### src/rtl/mavg_axis_packetizer.sv
// Buffers moving-average filter samples in a FIFO and emits them as an AXI4-Stream master,
// framing packets with tlast every packet_len words and counting samples lost to backpressure.
module mavg_axis_packetizer #(
  parameter int unsigned DATA_WIDTH = 32,
  parameter int unsigned FIFO_AW    = 4,
  parameter int unsigned LEN_WIDTH  = 16
) (
  input  logic                  clk,
  input  logic                  rst,
  input  logic                  enable,
  input  logic [LEN_WIDTH-1:0]  packet_len,
  input  logic                  clear_status,
  input  logic                  in_data_valid,
  input  logic [DATA_WIDTH-1:0] in_data,
  output logic [DATA_WIDTH-1:0] m_axis_tdata,
  output logic                  m_axis_tvalid,
  input  logic                  m_axis_tready,
  output logic                  m_axis_tlast,
  output logic                  overflow,
  output logic [15:0]           drop_count,
  output logic [FIFO_AW:0]      fifo_level
);

  localparam int unsigned Depth = 2 ** FIFO_AW;

  typedef enum logic [1:0] {StIdle, StRun, StDrain} state_e;

  state_e                state_q, state_d;
  logic [DATA_WIDTH-1:0] mem_q [Depth];
  logic [FIFO_AW-1:0]    wr_ptr_q, rd_ptr_q;
  logic [FIFO_AW:0]      level_q, level_d;
  logic [DATA_WIDTH-1:0] tdata_q;
  logic                  tvalid_q, tlast_q;
  logic [LEN_WIDTH-1:0]  cnt_q, cnt_d, len_q, len_d, len_eff;
  logic                  last_d, new_pkt;
  logic                  overflow_q;
  logic [15:0]           drop_q;
  logic                  empty, full, push, pop, drop, drain_final;

  assign empty = (level_q == '0);
  assign full  = level_q[FIFO_AW];
  assign pop   = !empty && (!tvalid_q || m_axis_tready);
  // A full FIFO still accepts a sample when a word leaves in the same cycle.
  assign push  = in_data_valid && enable && (!full || pop);
  assign drop  = in_data_valid && enable && !push;
  // Draining with this word being the last one left: close the packet short.
  assign drain_final = !enable && pop && (level_q == {{FIFO_AW{1'b0}}, 1'b1});

  always_comb begin
    level_d = level_q;
    unique case ({push, pop})
      2'b10:   level_d = level_q + 1'b1;
      2'b01:   level_d = level_q - 1'b1;
      default: level_d = level_q;
    endcase
  end

  always_ff @(posedge clk or posedge rst) begin
    if (rst) begin
      wr_ptr_q <= '0;
      rd_ptr_q <= '0;
      level_q  <= '0;
    end else begin
      if (push) wr_ptr_q <= wr_ptr_q + 1'b1;
      if (pop)  rd_ptr_q <= rd_ptr_q + 1'b1;
      level_q <= level_d;
    end
  end

  always_ff @(posedge clk) begin
    if (push) mem_q[wr_ptr_q] <= in_data;
  end

  // Framing FSM: state register
  always_ff @(posedge clk or posedge rst) begin
    if (rst) state_q <= StIdle;
    else     state_q <= state_d;
  end

  // Framing FSM: next state
  always_comb begin
    state_d = state_q;
    unique case (state_q)
      StIdle:  if (pop && !drain_final) state_d = StRun;
      StRun: begin
        if (drain_final)              state_d = StIdle;
        else if (!enable && !empty)   state_d = StDrain;
      end
      StDrain: begin
        if (enable)                   state_d = StRun;
        else if (drain_final)         state_d = StIdle;
      end
      default: state_d = StIdle;
    endcase
  end

  // Framing FSM: outputs (packet counter update and tlast for the word being loaded)
  always_comb begin
    new_pkt = (state_q == StIdle) || (cnt_q == len_q);
    len_eff = len_q;
    cnt_d   = cnt_q;
    if (new_pkt) len_eff = (packet_len == '0) ? LEN_WIDTH'(1) : packet_len;
    if (pop)     cnt_d   = new_pkt ? LEN_WIDTH'(1) : cnt_q + 1'b1;
    len_d  = pop ? len_eff : len_q;
    last_d = (cnt_d == len_eff) || drain_final;
  end

  always_ff @(posedge clk or posedge rst) begin
    if (rst) begin
      tvalid_q <= 1'b0;
      tlast_q  <= 1'b0;
      tdata_q  <= '0;
      cnt_q    <= '0;
      len_q    <= '0;
    end else begin
      cnt_q <= cnt_d;
      len_q <= len_d;
      if (pop) begin
        tvalid_q <= 1'b1;
        tdata_q  <= mem_q[rd_ptr_q];
        tlast_q  <= last_d;
      end else if (m_axis_tready) begin
        tvalid_q <= 1'b0;
        tlast_q  <= 1'b0;
      end
    end
  end

  // Clear takes priority over a drop in the same cycle.
  always_ff @(posedge clk or posedge rst) begin
    if (rst) begin
      overflow_q <= 1'b0;
      drop_q     <= '0;
    end else if (clear_status) begin
      overflow_q <= 1'b0;
      drop_q     <= '0;
    end else if (drop) begin
      overflow_q <= 1'b1;
      if (drop_q != 16'hFFFF) drop_q <= drop_q + 1'b1;
    end
  end

  assign m_axis_tdata  = tdata_q;
  assign m_axis_tvalid = tvalid_q;
  assign m_axis_tlast  = tlast_q;
  assign overflow      = overflow_q;
  assign drop_count    = drop_q;
  assign fifo_level    = level_q;

endmodule
### config.mk
export PLATFORM = sky130hd
export DESIGN_NAME = mavg_axis_packetizer
export DESIGN_NICKNAME = d
export VERILOG_FILES = /design/src/rtl/mavg_axis_packetizer.sv
export SDC_FILE = /design/constraint.sdc
export NUM_CORES = 1
export LEC_CHECK = 0
export BUFFER_PORTS_ARGS = -buffer_cell sky130_fd_sc_hd__buf_2
export CORE_MARGIN = 5
export CORE_UTILIZATION = 61
export DETAILED_ROUTE_END_ITERATION = 8
export GPL_ROUTABILITY_DRIVEN = 0
export MAX_ROUTING_LAYER = met4
export PLACE_DENSITY = 0.78
export REMOVE_ABC_BUFFERS = 1
export SYNTH_ARGS = -nofsm -noshare
export SYNTH_HDL_FRONTEND = slang
export SYNTH_SLANG_ARGS = --single-unit
### constraint.sdc
create_clock -name clk -period 5.4 [get_ports clk]
set_clock_uncertainty 0.1 [all_clocks]
set_input_delay 1.08 -clock clk [delete_from_list [all_inputs] [get_ports clk]]
set_output_delay 1.08 -clock clk [all_outputs]
set_load 0.02 [all_outputs]
==> results of run 1 <==
-- power by group --
group / switching, mW / internal [mW] / leakage, nW / total (mW)
Combinational: 1.84 / 1.80 / 2.58 / 3.64
Sequential: 0.545 / 5.56 / 5.84 / 6.10
Clock: 1.71 / 2.36 / 0.925 / 4.07
Total: 4.09 / 9.71 / 9.35 / 13.8
-- cells in the final DEF (no fill, tap or decap), drive strengths merged, types with 14 or more instances in the layout --
cell | synthesis | layout
edfxtp | 512 | 512
mux4 | 160 | 160
nand2 | 132 | 132
buf | 30 | 125
dfrtp | 98 | 98
clkbuf | 29 | 77
nor2 | 56 | 56
xnor2 | 41 | 41
xor2 | 22 | 22
clkinv | 0 | 20
o21ai | 19 | 19
a21oi | 16 | 16
mux2 | 15 | 15
inv | 13 | 14
-- sequential cells by signal (all words and copies together), names as in the netlist --
| name | cells |
|---|---|
| cnt_q | 16 |
| drop_count | 16 |
| fifo_level | 5 |
| len_q | 16 |
| m_axis_tdata | 32 |
| m_axis_tlast | 1 |
| m_axis_tvalid | 1 |
| mem_q | 512 |
| overflow | 1 |
| rd_ptr_q | 4 |
| state_q | 2 |
| wr_ptr_q | 4 |
-- layout make-up --
type | count | area, um2
clock buffers | 77 | 1554
clock inverters | 30 | 342.8
well taps | 525 | 656.9
multi-input cells | 575 | 6227
repair buffers | 125 | 703.2
flip-flops and latches | 610 | 17840
inverters | 13 | 51.30
diodes | 1 | 2.502
fillers | 2439 | 12170
-- worst max-delay path, delay by kind of cell (launching register included) --
kind                       cells  cell delay, ns
DFF                            1            0.46
AOI/OAI and AO/OA              4            1.16
buffers and inverters          2            0.70
adders and majority gates      1            0.22
and+or+nand+nor                4            0.86
-- routing by layer --
metal / vias up / track usage
met1: 6502 / 0.3607
li1: 5256 / -
met5: - / -
met2: 643 / 0.4042
met4: 0 / 0.05671
met3: 78 / 0.03961
-- logic make-up after synthesis --
group           count (synthesis)
flops                         610
simple gates                  266
mux                           183
fa+ha+maj                      12
compound gates                 51
buf+inv                        72
xor+xnor                       63
-- worst max-delay path by stage --
stage	startpoint	endpoint	slack [ns]	cells past startpoint
2_1_floorplan	rd_ptr_q[0]	m_axis_tdata[0]	-1.05	4
3_3_place_gp	m_axis_tready	m_axis_tlast	1.47	10
3_5_place_dp	m_axis_tready	m_axis_tlast	1.46	10
4_1_cts	fifo_level[0]	m_axis_tlast	1.81	11
5_1_grt	fifo_level[0]	m_axis_tlast	1.56	11
6_report	fifo_level[0]	m_axis_tlast	1.83	11
-- stage by stage --
stage               TNS, ns  total power [mW]    util  cells  area [um2]
floorplan            -34.72             8.943       -   1198       23990
global placement          0             9.745  0.6442   1848       25480
detailed placement        0             9.825  0.6442   1848       25480
CTS                       0             13.93  0.6921   1955       27370
global route              0             14.44  0.6922   1956       27380
finish                    0             13.81  0.6922   1956       27380
==> impl_summary.md, run 1 <==
CTS
The number of hold buffers added after CTS was 0. The clock passes through at most 3 buffers. In this run, CTS created clock tree buffers numbering between 50 and 60.

The count of cells resized by post-cts repair is 0. The clock root buffer is clkbuf_16. For the worst-skew pair, the clock arrives at the later sink with an insertion delay of 0.60 ns. The number of levels the H-tree was split into is 2. The TritonCTS sink count is 610. The post-CTS repair timing setup buffer count is 0. The CTS tree is done. Clock-pin slew was measured on the worst setup and hold paths at about 0.06 ns.

Synth
The most used flip-flop cell after synthesis is edfxtp_1. Of the synthesized area, sequential elements account for 0.7355. The synthesized design contains between 500 and 600 enable-type register cells. After synthesis, the cell types taking the most area are edfxtp_1 63%, mux4_2 15%, dfrtp_1 10%. By instance count, the leading cell after synthesis is edfxtp_1. The simple-gate share of the synthesized area is 0.05106.

The netlist uses 54 different library cells. Of the post-synthesis cell area, the dominant cell type holds 0.6344. The total of warnings raised by yosys is 0. The synthesized-area fraction occupied by xor and xnor cells is 0.02277. The compound-gate portion of the synthesized area is 0.01342.

Of the total synthesized cell area, the portion taken by full adders, half adders and majority gates is 0.006195. The average instance area after synthesis is 19.28 um2. The leading area contributor after synthesis is edfxtp_1. The cell area that synthesis handed to floorplanning was 0.02424 mm2. The main combinational cell family by area after synthesis is multiplexers. The share of cell area taken by muxes after synthesis is 0.1589. The number of standard cells after synthesis is roughly 1300. Counting instances in the post-synthesis netlist gives the leading cell types as 512 x edfxtp_1, 160 x mux4_2, 130 x nand2_1. Synthesis inferred 610 register bits. Of all flip-flops after synthesis, the portion carrying an async set or reset was 0.1607.

Cells and area
The net count of the finished layout is 1449. From synthesis to final layout, the design area changed by 12.95%. The share of final-layout standard cells stronger than drive strength 1 is 0.2923.

Critical path
The worst setup path is launched from a register. The register-to-register path setup slack is roughly 1.8 ns. The largest fanout on the critical path is between 40 and 50. The biggest cell delay along the critical path is 0.59 ns. The worst register-to-register path ends at m_axis_tlast.

For the worst setup path, the data arrival time is 4.01 ns. Traced cell by cell, the critical path runs through inv_1 > ha_1 > or4b_1 > nand2_4 > inv_2 > nand2_1 > a311o_1 > a211oi_1 > nand3_1 > a2111oi_2 > a31o_1. The endpoint type of the worst setup path is a register. The worst flop-to-flop path startpoint is fifo_level[0]. The slowest cell on the critical path is inv_2. The worst register-to-register path has a depth of 11. By startpoint and endpoint, the worst setup path is classified as reg2reg. For the worst setup path, the data required time is 5.84 ns.

STA
The transition time at the pin with the least slew margin is 1.245 ns. Based on the critical path, the design can be clocked at up to 0.2801 GHz. Setup repair after global routing left no endpoint under its margin. The relative max-transition margin is 0.1680. The number of max-slew violations in the final report is 0. The tightest hold path in the finished design has a slack of 0.3763 ns. For the finished layout, the period the worst path requires is around 3.6 ns.

Once routing completed, OpenROAD measured the worst setup slack at between 1.5 and 2 ns. The number of hold-slack violations in the final timing report was 0. The ratio of final minimum period to clock period is 0.6612. The final setup violation count is 0.

Die
The total I/O pin count is 110. The floorplan step defined a die boundary enclosing 0.04382 mm2. The width of the die is 209.3 um. In this run the standard cell core region covers 0.03955 mm2.

The starting density of the core is 0.6128. In this run the core area contains 73 standard-cell rows. Measured along the y axis, the die boundary spans 209.3 um.

Global route
The initial antenna violation count is 1. The largest net degree at the start of global routing is between 70 and 80. The number of global-route vias before repair came to 12890.

Across every metal layer, demand over resource in global routing totals 0.2543. The wire length of the first global-routing pass is 81310 um. The overall overflow remaining after global route is 0.

Detailed routing
The final wirelength is 52730 um. After detailed routing, the met2 layer carries 26470 um of wire. The met1 wire length is 20750 um. Dividing the detail-routed via count by the number of cells gives between 6 and 7. The vias after detailed routing is 12480. The count of nets left with antenna violations once routing finished came out at 0. The routed length per placed instance is 26.96 um.

After detailed routing, the number of remaining DRC violations is 0. The amount of wire on met3 after detailed routing is 4528 um. The detailed router's first-iteration violation count is 1337. The first TritonRoute pass finished after 5 iterations.

The uppermost signal routing layer after detailed routing is met4.

Min path
The hold-critical path depth is 2. The worst hold-check path type is reg2reg. For hold timing, the worst endpoint is m_axis_tdata[15]. The launch point of the worst hold path is m_axis_tdata[15].

Placement
The pre-CTS setup slack is 1.456 ns. Buffers placed on the I/O ports in this run total between 100 and 150. The half-perimeter wire length after placement is roughly 30000 um.

Pwr
For this design the ratio of total power to cell area is slightly above 500 mW/mm2. The worst-case vdd ir drop is 0.3570 mV. The leakage dissipation is just over 9 nW.

Outcome
The flow ran to the end, and the final reports show no timing, DRC or antenna violations.

Job
The number of max-capacitance violations reported is 0.
Note: power is estimated with default switching activity, not from simulation.
==> run 2, diff against run 1 <==
clock period = 3.5 ns   (was 5.4 ns; I/O delays follow)
==> impl_summary.md, run 2 (synthesized netlist as in run 1, its figures left out) <==
Global route
Across every metal layer, demand over resource in global routing totals 0.2564. The overall overflow remaining after global route is 0. The layer with the highest usage is met2.

The wire length of the first global-routing pass is between 80000 and 90000 um. The met3 track utilization from global routing is 0.04006. The met2 usage is 0.4161. The global routing met1 resource utilization is 0.3573. The initial antenna violation count is 1. Entering global routing, the biggest net connects 43 pins.

The number of global-route vias before repair is 12920.

Detailed routing
The count of nets left with antenna violations once routing finished came out at 0. The first detailed-routing pass took 5 iterations. The detail-routed via count per cell is 6.277. For this run, design rule violations remaining after detail routing come to 0. After the first detailed-routing iteration, the DRC count stood at 1349. The routed design has 53330 um of wire.

The final route contains roughly 13000 vias. The routed length per placed instance is 26.69 um.

Die
For this design the top-level I/O count stands at 110. The initial utilization of the core area, before any placement, comes to 0.6128. The full die area is between 0.04 and 0.05 mm2. The width of the die is 209.3 um. Measured along the y axis, the die boundary spans about 210 um. The standard cell core area is 0.03955 mm2. In this run the core area contains between 70 and 80 standard-cell rows.

Critical path
The largest fanout on the critical path is 12. The data arrival at the endpoint of the critical path is 3.55 ns. The critical path launch point is cnt_q[11]. The endpoint type of the worst setup path is a register.

For the worst setup path, the data required time is between 3 and 4 ns. The worst flop-to-flop path startpoint is cnt_q[11]. The worst setup path is launched from a register. The type of the worst setup path is reg2reg.

Pwr
The worst-case IR drop observed on VDD is ~0.65 mV. The leakage dissipation is between 9 and 10 nW. Dividing total power by cell area gives a power density of 770.6 mW/mm2.

STA
The number of max-slew violations in the final report is 0. At the pin with the least slew margin, the transition time is 1.094 ns. The post-route worst hold slack is 0.06732 ns. The shortest clock period the worst path allows after layout is around 3.1 ns. Dividing the final minimum period by the clock period gives 0.8902.

Setup violations remaining at the end of the flow were counted as 0. The number of hold-slack violations in the final timing report was 0. The maximum operating frequency is approximately 0.32 GHz. The relative max-transition margin is 0.2708. For the final routed database, the setup TNS stands at 0 ns. Setup repair after global routing left no endpoint under its margin.

Cells and area
The share of final-layout standard cells stronger than drive strength 1 is 0.3154. The finished layout holds 1998 standard cells, fillers aside. In the layout the commonest cells are 512 x edfxtp_1, 160 x mux4_2, 130 x nand2_1. The register containing the most flip-flops in the final layout is mem_q. Relative to the synthesized area, the layout overhead comes to 14.65%. The net count of the finished layout is ~1500.

Leaving out fill and tap cells, the most frequent cell in the layout is edfxtp_1. The register cell area after layout is 0.01784 mm2. The total of fill cells in the finished design is 2328. The register with the most flip-flops in the layout has 512 of them. The area of the multi-input gates is just over 0.006 mm2.

Placement
The number of cells after detailed placement is 1888. The count of buffers added on input and output ports is 109. Detailed placement finished with a half-perimeter wire length of between 30000 and 40000 um.

CTS
Post-CTS repair changed the size of 0 cells. Clock-pin slew was measured on the worst setup and hold paths at 0.06 ns. The CTS tree is done.

The number of clock buffers added by TritonCTS is between 50 and 60. CTS built an H-tree with a depth of 2. The source-to-sink clock delay at the later pin of the worst-skew pair is approximately 0.64 ns. In this run the deepest clock path goes through 3 buffers.

The post-CTS repair timing setup buffer count is 0. In this run the clock root is driven by a clkbuf_16. Clock tree synthesis found a total of approximately 600 sinks.

For this design, the CTS-stage hold fixing added 0 buffers.

Job
Across the run, the number of max-cap violations was 0.

Outcome
The run finished with clean final reports.

Min path
The worst hold path belongs to the class in2async.
## run 2: cell types whose count changed in the layout (fill, tap and decap cells not counted)
cell,previous run,this run
inv_6,1,0
buf_4,13,47
buf_12,3,9
clkbuf_4,0,1
diode_2,1,2
clkbuf_1,17,8
clkinv_16,0,2
clkinv_2,11,14
clkinv_4,4,3
clkinv_1,5,9
clkinv_8,0,1
clkbuf_16,59,57
clkinvlp_4,2,5
## run 2: area by class of cell
cell class                      instances  share of cell area
Antenna cell                            2           0.0001801
Tap cell                              525             0.02364
Inverter                               13            0.001846
Timing Repair Buffer                  165             0.03881
Sequential cell                       610              0.6419
Clock buffer                           67             0.05318
Multi-Input combinational cell        575              0.2241
Clock inverter                         41             0.01634
## run 2: path summary, 6_finish.rpt
check,slack (ns),end,depth (start not counted)
worst min-delay path,0.07,wr_ptr_q[2],2
min in group clk,0.24,state_q[1],2
worst min register to register,0.37,m_axis_tdata[15],2
worst max register to register,0.38,m_axis_tlast,9
worst max-delay path,0.38,m_axis_tlast,9
max in group asynchronous,2.50,m_axis_tdata[2],3
## run 2: power by group
part           switching [mW]  internal, mW
clock                    2.71          3.57
combinational            2.86          2.91
sequential              0.793          8.57
## run 2: through the flow
| step | worst slack [ns] | util | cell area, um2 | power [mW] |
|---|---|---|---|---|
| floorplan | -2.945 | - | 23990 | 13.37 |
| global placement | 0.4611 | 0.6536 | 25850 | 15.11 |
| detailed placement | 0.4396 | 0.6536 | 25850 | 15.24 |
| CTS | 0.4327 | 0.7025 | 27780 | 21.57 |
| global route | 0.2431 | 0.7026 | 27790 | 22.37 |
| finish | 0.3843 | 0.7026 | 27790 | 21.41 |
## run 2: worst max-delay path: stages (launching register included)
cell and delay (ns):
dfrtp_1 0.47, xor2_1 0.18, or4_1 0.54, or4_1 0.56
a21oi_4 0.26, buf_4 0.24, nor2_1 0.09, xnor2_1 0.13
nor4_1 0.30, a31o_1 0.19
## run 2: metal layers
layer  vias to the layer above  part of all wire
met4                         0             0.019
met1                      6553              0.39
li1                       5319                 -
met2                       586              0.51
met3                        83             0.074
met5                         -                 0
